==> src/rtl/deskew_collect.sv <==
// deskew_collect
//   Re-aligns the skewed output columns of a systolic array into whole rows
//   and buffers those rows in a small FIFO for a ready/valid consumer.
//   Column j of a row arrives j cycles after column 0. Column j is delayed by
//   COLS-1-j registers plus one align register, so every column of a row lands
//   in the align stage together.
//
// Ports
//   clk        single clock, rising edge
//   rst        asynchronous, active-high reset
//   in_v       per-column valid, bit j qualifies column j
//   in_d       column data, column j at [j*D_W +: D_W]
//   out_valid  FIFO not empty (head row available)
//   out_ready  downstream accept
//   out_data   head row, same column packing as in_d
//   overflow   sticky: an aligned row was dropped on a full FIFO
//   misalign   sticky: align-stage valids were a partial row
//   row_cnt    rows written into the FIFO, wraps at 16 bits
module deskew_collect #(
  parameter int D_W   = 8,
  parameter int COLS  = 4,
  parameter int DEPTH = 4
) (
  input  logic                clk,
  input  logic                rst,
  input  logic [COLS-1:0]     in_v,
  input  logic [COLS*D_W-1:0] in_d,
  output logic                out_valid,
  input  logic                out_ready,
  output logic [COLS*D_W-1:0] out_data,
  output logic                overflow,
  output logic                misalign,
  output logic [15:0]         row_cnt
);

  localparam int AW = $clog2(DEPTH);

  logic [COLS-1:0]     al_v;
  logic [COLS*D_W-1:0] al_d;

  // Per-column delay line; the last stage of each chain is the align register.
  for (genvar j = 0; j < COLS; j++) begin : g_col
    localparam int N = COLS - j;
    logic [N-1:0]          v_q;
    logic [N-1:0][D_W-1:0] d_q;

    always_ff @(posedge clk or posedge rst) begin
      if (rst) begin
        v_q <= '0;
        d_q <= '0;
      end else begin
        v_q[0] <= in_v[j];
        d_q[0] <= in_d[j*D_W +: D_W];
        for (int k = 1; k < N; k++) begin
          v_q[k] <= v_q[k-1];
          d_q[k] <= d_q[k-1];
        end
      end
    end

    assign al_v[j]             = v_q[N-1];
    assign al_d[j*D_W +: D_W]  = d_q[N-1];
  end

  // FIFO storage; pointers carry one extra MSB to tell full from empty.
  logic [COLS*D_W-1:0] mem_q [DEPTH];
  logic [AW:0]         wr_ptr_q, wr_ptr_d;
  logic [AW:0]         rd_ptr_q, rd_ptr_d;
  logic [15:0]         row_cnt_q, row_cnt_d;
  logic                overflow_q, overflow_d;
  logic                misalign_q, misalign_d;

  logic al_all, al_part, empty, full, pop, wr_en;

  always_comb begin
    al_all  = &al_v;
    al_part = (|al_v) && !al_all;
    empty   = (wr_ptr_q == rd_ptr_q);
    full    = (wr_ptr_q[AW] != rd_ptr_q[AW]) &&
              (wr_ptr_q[AW-1:0] == rd_ptr_q[AW-1:0]);
    pop     = !empty && out_ready;
    // A pop on the same edge frees the slot the write needs.
    wr_en   = al_all && (!full || pop);

    wr_ptr_d   = wr_ptr_q;
    rd_ptr_d   = rd_ptr_q;
    row_cnt_d  = row_cnt_q;
    overflow_d = overflow_q;
    misalign_d = misalign_q;

    if (wr_en) begin
      wr_ptr_d  = wr_ptr_q + (AW+1)'(1);
      row_cnt_d = row_cnt_q + 16'd1;
    end
    if (pop) begin
      rd_ptr_d = rd_ptr_q + (AW+1)'(1);
    end
    if (al_all && !wr_en) begin
      overflow_d = 1'b1;
    end
    if (al_part) begin
      misalign_d = 1'b1;
    end
  end

  always_ff @(posedge clk or posedge rst) begin
    if (rst) begin
      for (int i = 0; i < DEPTH; i++) begin
        mem_q[i] <= '0;
      end
      wr_ptr_q   <= '0;
      rd_ptr_q   <= '0;
      row_cnt_q  <= '0;
      overflow_q <= 1'b0;
      misalign_q <= 1'b0;
    end else begin
      if (wr_en) begin
        mem_q[wr_ptr_q[AW-1:0]] <= al_d;
      end
      wr_ptr_q   <= wr_ptr_d;
      rd_ptr_q   <= rd_ptr_d;
      row_cnt_q  <= row_cnt_d;
      overflow_q <= overflow_d;
      misalign_q <= misalign_d;
    end
  end

  assign out_valid = !empty;
  assign out_data  = mem_q[rd_ptr_q[AW-1:0]];
  assign overflow  = overflow_q;
  assign misalign  = misalign_q;
  assign row_cnt   = row_cnt_q;

endmodule

==> config.mk <==
export PLATFORM = sky130hd
export DESIGN_NAME = deskew_collect
export DESIGN_NICKNAME = d
export VERILOG_FILES = /design/src/rtl/deskew_collect.sv
export SDC_FILE = /design/constraint.sdc
export NUM_CORES = 1
export LEC_CHECK = 0
export BUFFER_PORTS_ARGS = -buffer_cell sky130_fd_sc_hd__buf_2
export CAP_MARGIN = 5
export CELL_PAD_IN_SITES_DETAIL_PLACEMENT = 0
export CELL_PAD_IN_SITES_GLOBAL_PLACEMENT = 1
export CORE_ASPECT_RATIO = 2
export CORE_UTILIZATION = 50
export CTS_CLUSTER_SIZE = 30
export DETAILED_ROUTE_END_ITERATION = 10
export PLACE_DENSITY_LB_ADDON = 0.1
export SYNTH_ARGS = -nofsm -noshare
export SYNTH_HDL_FRONTEND = slang
export SYNTH_SLANG_ARGS = --single-unit
==> constraint.sdc <==
create_clock -name clk -period 9.22 [get_ports clk]
set_clock_uncertainty 0.05 [all_clocks]
set_input_delay 0.461 -clock clk [delete_from_list [all_inputs] [get_ports clk]]
set_output_delay 0.461 -clock clk [all_outputs]
set_load 0.05 [all_outputs]
==> run_summary.xml <==
<?xml version="1.0" encoding="UTF-8"?>
<metrics>
  <group name="yosys">
    <metric name="post_synth_instance_area" unit="µm²">8880</metric>
    <metric name="ys.flop_type" unit="">sky130_fd_sc_hd__dfrtp_1</metric>
    <metric name="synth.yosys.seq_area_share" unit="">0.682</metric>
    <metric name="postSynthNetCount" unit="">547</metric>
    <metric name="async_flop_share" unit="">1.00</metric>
    <metric name="synthesis.area_per_instance" unit="µm²">17.7</metric>
    <metric name="synth_edf_count" unit="">0</metric>
    <metric name="synth_largest_type_area_fraction" unit="">0.682</metric>
    <metric name="ys_seq_elements" unit="">242</metric>
    <metric name="synthesis.yosys.warnings" unit="">0</metric>
    <metric name="synthDistinctLibCells" unit="">22</metric>
    <metric name="postSynthCellCount" unit="">502</metric>
    <metric name="yosysTopAreaCell" unit="">sky130_fd_sc_hd__dfrtp_1</metric>
    <metric name="top_cells_by_area_synth" unit="">sky130_fd_sc_hd__dfrtp_1, sky130_fd_sc_hd__mux2_2, sky130_fd_sc_hd__mux4_2, sky130_fd_sc_hd__xnor2_1, sky130_fd_sc_hd__ha_1</metric>
  </group>
  <group name="power">
    <metric name="p_per_area" unit="nW/µm²">358</metric>
    <metric name="vdd_ir_drop_max" unit="mV">0.255</metric>
    <metric name="p_leak" unit="nW">4.93</metric>
  </group>
  <group name="drt">
    <metric name="drt-wirelength-per-cell" unit="µm">19.4</metric>
    <metric name="detailed_routing_iteration_count_for_the_pre_antenna_repair_pass" unit="">4</metric>
    <metric name="remaining_drc_errors" unit="">0</metric>
    <metric name="route.final.wire_length" unit="mm">16.1</metric>
    <metric name="drtAntennaViolNets" unit="">0</metric>
    <metric name="via_count" unit="">4512</metric>
    <metric name="dr.first_iter.drc_count" unit="">115</metric>
    <metric name="routed_via_density" unit="">5.42</metric>
  </group>
  <group name="final_layout">
    <metric name="layout.cells.most_common_list" unit="">sky130_fd_sc_hd__dfrtp_1, sky130_fd_sc_hd__mux2_2, sky130_fd_sc_hd__buf_2, sky130_fd_sc_hd__mux4_2, sky130_fd_sc_hd__clkbuf_16</metric>
    <metric name="synthToLayoutAreaGrowth" unit="%">17.0</metric>
    <metric name="layout-drive-gt1-share" unit="">0.474</metric>
    <metric name="layout.cells.most_common" unit="">sky130_fd_sc_hd__dfrtp_1</metric>
    <metric name="finish.net_count" unit="">656</metric>
    <metric name="antennaDiodeCount" unit="">0</metric>
  </group>
  <group name="sta">
    <metric name="layout_worst_path_cycle_share" unit="">0.427</metric>
    <metric name="period_needed" unit="ns">3.94</metric>
    <metric name="drv_slew" unit="">0</metric>
    <metric name="grt_setup_unrepaired" unit="">no</metric>
    <metric name="fmaxAchievable" unit="MHz">254</metric>
    <metric name="timing.hold.ws" unit="ns">-0.0368</metric>
    <metric name="slew_of_the_pin_with_the_lowest_slew_margin" unit="ns">1.14</metric>
    <metric name="setup_violations" unit="">0</metric>
    <metric name="max_slew_margin" unit="">0.241</metric>
    <metric name="final_number_of_hold_violating_endpoints" unit="">8</metric>
    <metric name="setup_total_negative_slack" unit="ns">0</metric>
  </group>
  <group name="placed_design">
    <metric name="dp.final_hpwl" unit="mm">9.72</metric>
    <metric name="globalplace.congestion" unit="">0.699</metric>
    <metric name="io_buffer_count" unit="">89</metric>
  </group>
  <group name="floorplan">
    <metric name="core" unit="µm²">17400</metric>
    <metric name="die_area" unit="µm²">18300</metric>
    <metric name="chipHeight" unit="µm">191</metric>
    <metric name="floorplan.initialDensity" unit="">0.512</metric>
    <metric name="die_w" unit="µm">96.3</metric>
    <metric name="io-pin-count" unit="">90</metric>
    <metric name="std_cell_rows" unit="">68</metric>
  </group>
  <group name="clock_tree">
    <metric name="clk_pin_slew" unit="ns">0.06</metric>
    <metric name="insertion_delay" unit="ns">0.49</metric>
    <metric name="cts_tree" unit="">done</metric>
    <metric name="tritoncts.num_buffers" unit="">23</metric>
    <metric name="ctsRootBufferMaster" unit="">sky130_fd_sc_hd__clkbuf_16</metric>
    <metric name="cts_resized" unit="">0</metric>
    <metric name="clock_sinks" unit="">242</metric>
    <metric name="cts.htree.levels" unit="">1</metric>
    <metric name="ctsLongestPathBuffers" unit="">3</metric>
  </group>
  <group name="worst_setup_path">
    <metric name="cp_slowest_cell" unit="">sky130_fd_sc_hd__dfrtp_2</metric>
    <metric name="cp-start-kind" unit="">flop</metric>
    <metric name="critical_path_class" unit="">flop to flop</metric>
    <metric name="cp-end-kind" unit="">flop</metric>
    <metric name="critPathMaxFanout" unit="">35</metric>
    <metric name="critPathRequiredTime" unit="ns">9.55</metric>
    <metric name="timing.critical_path.arrival" unit="ns">4.26</metric>
    <metric name="critPathMaxStageDelay" unit="ns">1.05</metric>
    <metric name="worstPathCellList" unit="">xnor2_1 -&gt; a41oi_2 -&gt; nand2_2 -&gt; mux2_2</metric>
  </group>
  <group name="global_route">
    <metric name="antenna_found_initial" unit="">0</metric>
    <metric name="grt_start_max_net_pins" unit="">96</metric>
    <metric name="grt_overflow_total" unit="">0</metric>
    <metric name="grt_first_pass_wirelength" unit="mm">26.6</metric>
    <metric name="first_global_vias" unit="">5034</metric>
    <metric name="grt_util_all_layers" unit="">0.192</metric>
  </group>
  <group name="outcome">
    <metric name="outcome" unit="">complete, but fails checks</metric>
    <metric name="violations" unit="">negative hold slack</metric>
  </group>
  <group name="job">
    <metric name="count_of_maximum_capacitance_violations" unit="">0</metric>
  </group>
  <group name="hold_path">
    <metric name="timing.hold.worst.class" unit="">primary input to asynchronous set/reset pin</metric>
  </group>
</metrics>
==> sequential cells by signal, summed over array words and instances, names as in the netlist <==
name	count
mem_q	128
g_col.d_q	56
al_d	24
row_cnt	16
g_col.v_q	10
rd_ptr_q	3
wr_ptr_q	3
misalign	1
overflow	1
==> cell families after synthesis <==
group                      after synthesis  share of synthesized area
muxes                                  162                      0.246
adders and majority gates                6                    0.00845
xor gates and xnor gates                23                     0.0227
DFF                                    242                      0.682
and+or+nand+nor                         39                     0.0218
buffers and inverters                   26                     0.0151
AOI/OAI and AO/OA                        4                    0.00437
==> routing by layer <==
| layer | global-route usage | vias up | wire (µm) |
|---|---|---|---|
| met5 | 0 | - | 0 |
| met4 | 0.0476 | 0 | 256 |
| met3 | 0.0267 | 21 | 504 |
| met2 | 0.350 | 73 | 9070 |
| met1 | 0.233 | 2419 | 6290 |
| li1 | - | 1999 | - |
==> area by class of cell <==
cell class                 count  area, µm²
timing repair buffer         106        608
clock inverter                 5       86.3
sequential                   242       6060
fill                        1394       6960
multi-input combinational    234       2700
inverter                       4       22.5
clock buffer                  31        656
tap                          210        263
==> per-stage QoR <==
| step | worst slack (ns) | cells | area [µm²] | power, mW | util |
|---|---|---|---|---|---|
| 2_1_floorplan | 2.06 | 502 | 8880 | 2.54 | - |
| 3_3_place_gp | 5.33 | 782 | 9520 | 2.78 | 0.548 |
| 3_5_place_dp | 5.24 | 782 | 9520 | 2.84 | 0.548 |
| 4_1_cts | 5.20 | 830 | 10400 | 3.78 | 0.598 |
| 5_1_grt | 4.94 | 832 | 10400 | 3.92 | 0.599 |
| 6_report | 5.28 | 832 | 10400 | 3.73 | 0.599 |
==> cells in the mapped netlist, drive strengths merged, types with 2 or more instances <==
master and instances:
xor2 2, dfrtp 242, nand4 11, clkbuf 3, nand3 4, inv 4
ha 6, mux2 130, mux4 32, nor2 3, buf 19, xnor2 21
nor3 2, nor4 2, nand2 15
==> report_power, final <==
part / switching (mW) / total [mW] / internal [mW] / leakage, nW
logic: 0.736 / 1.25 / 0.513 / 1.55
clock network: 0.376 / 0.928 / 0.551 / 0.366
registers: 0.194 / 1.55 / 1.36 / 3.02
total: 1.31 / 3.73 / 2.42 / 4.93
==> critical path: cells and delay by family, from the launching register on <==
family,cells,cell delay [ns]
xor+xnor,1,0.28
simple gates,1,0.90
flops,1,1.05
mux,1,0.55
compound gates,1,0.97
==> final timing paths <==
path	slack [ns]	endpoint	cells past startpoint	startpoint
setup reg to reg	5.28	mem_q[15]	4	rd_ptr_q[0]
hold / removal	-0.04	g_col[0].v_q[0]	2	rst
hold reg to reg	0.29	al_d[13]	0	g_col[1].d_q[13]
max in group asynchronous	7.68	g_col[1].d_q[0]	3	rst
setup / recovery	5.28	mem_q[15]	4	rd_ptr_q[0]
min in group clk	0.02	g_col[0].d_q[6]	1	in_d[6]
==> timing repair <==
| item | CTS | global route |
|---|---|---|
| buffers inserted | 0 | 0 |
| hold buffers | 12 | 2 |
| endpoints found under the hold margin | 12 | 2 |
(Power assumes the default switching activity.)
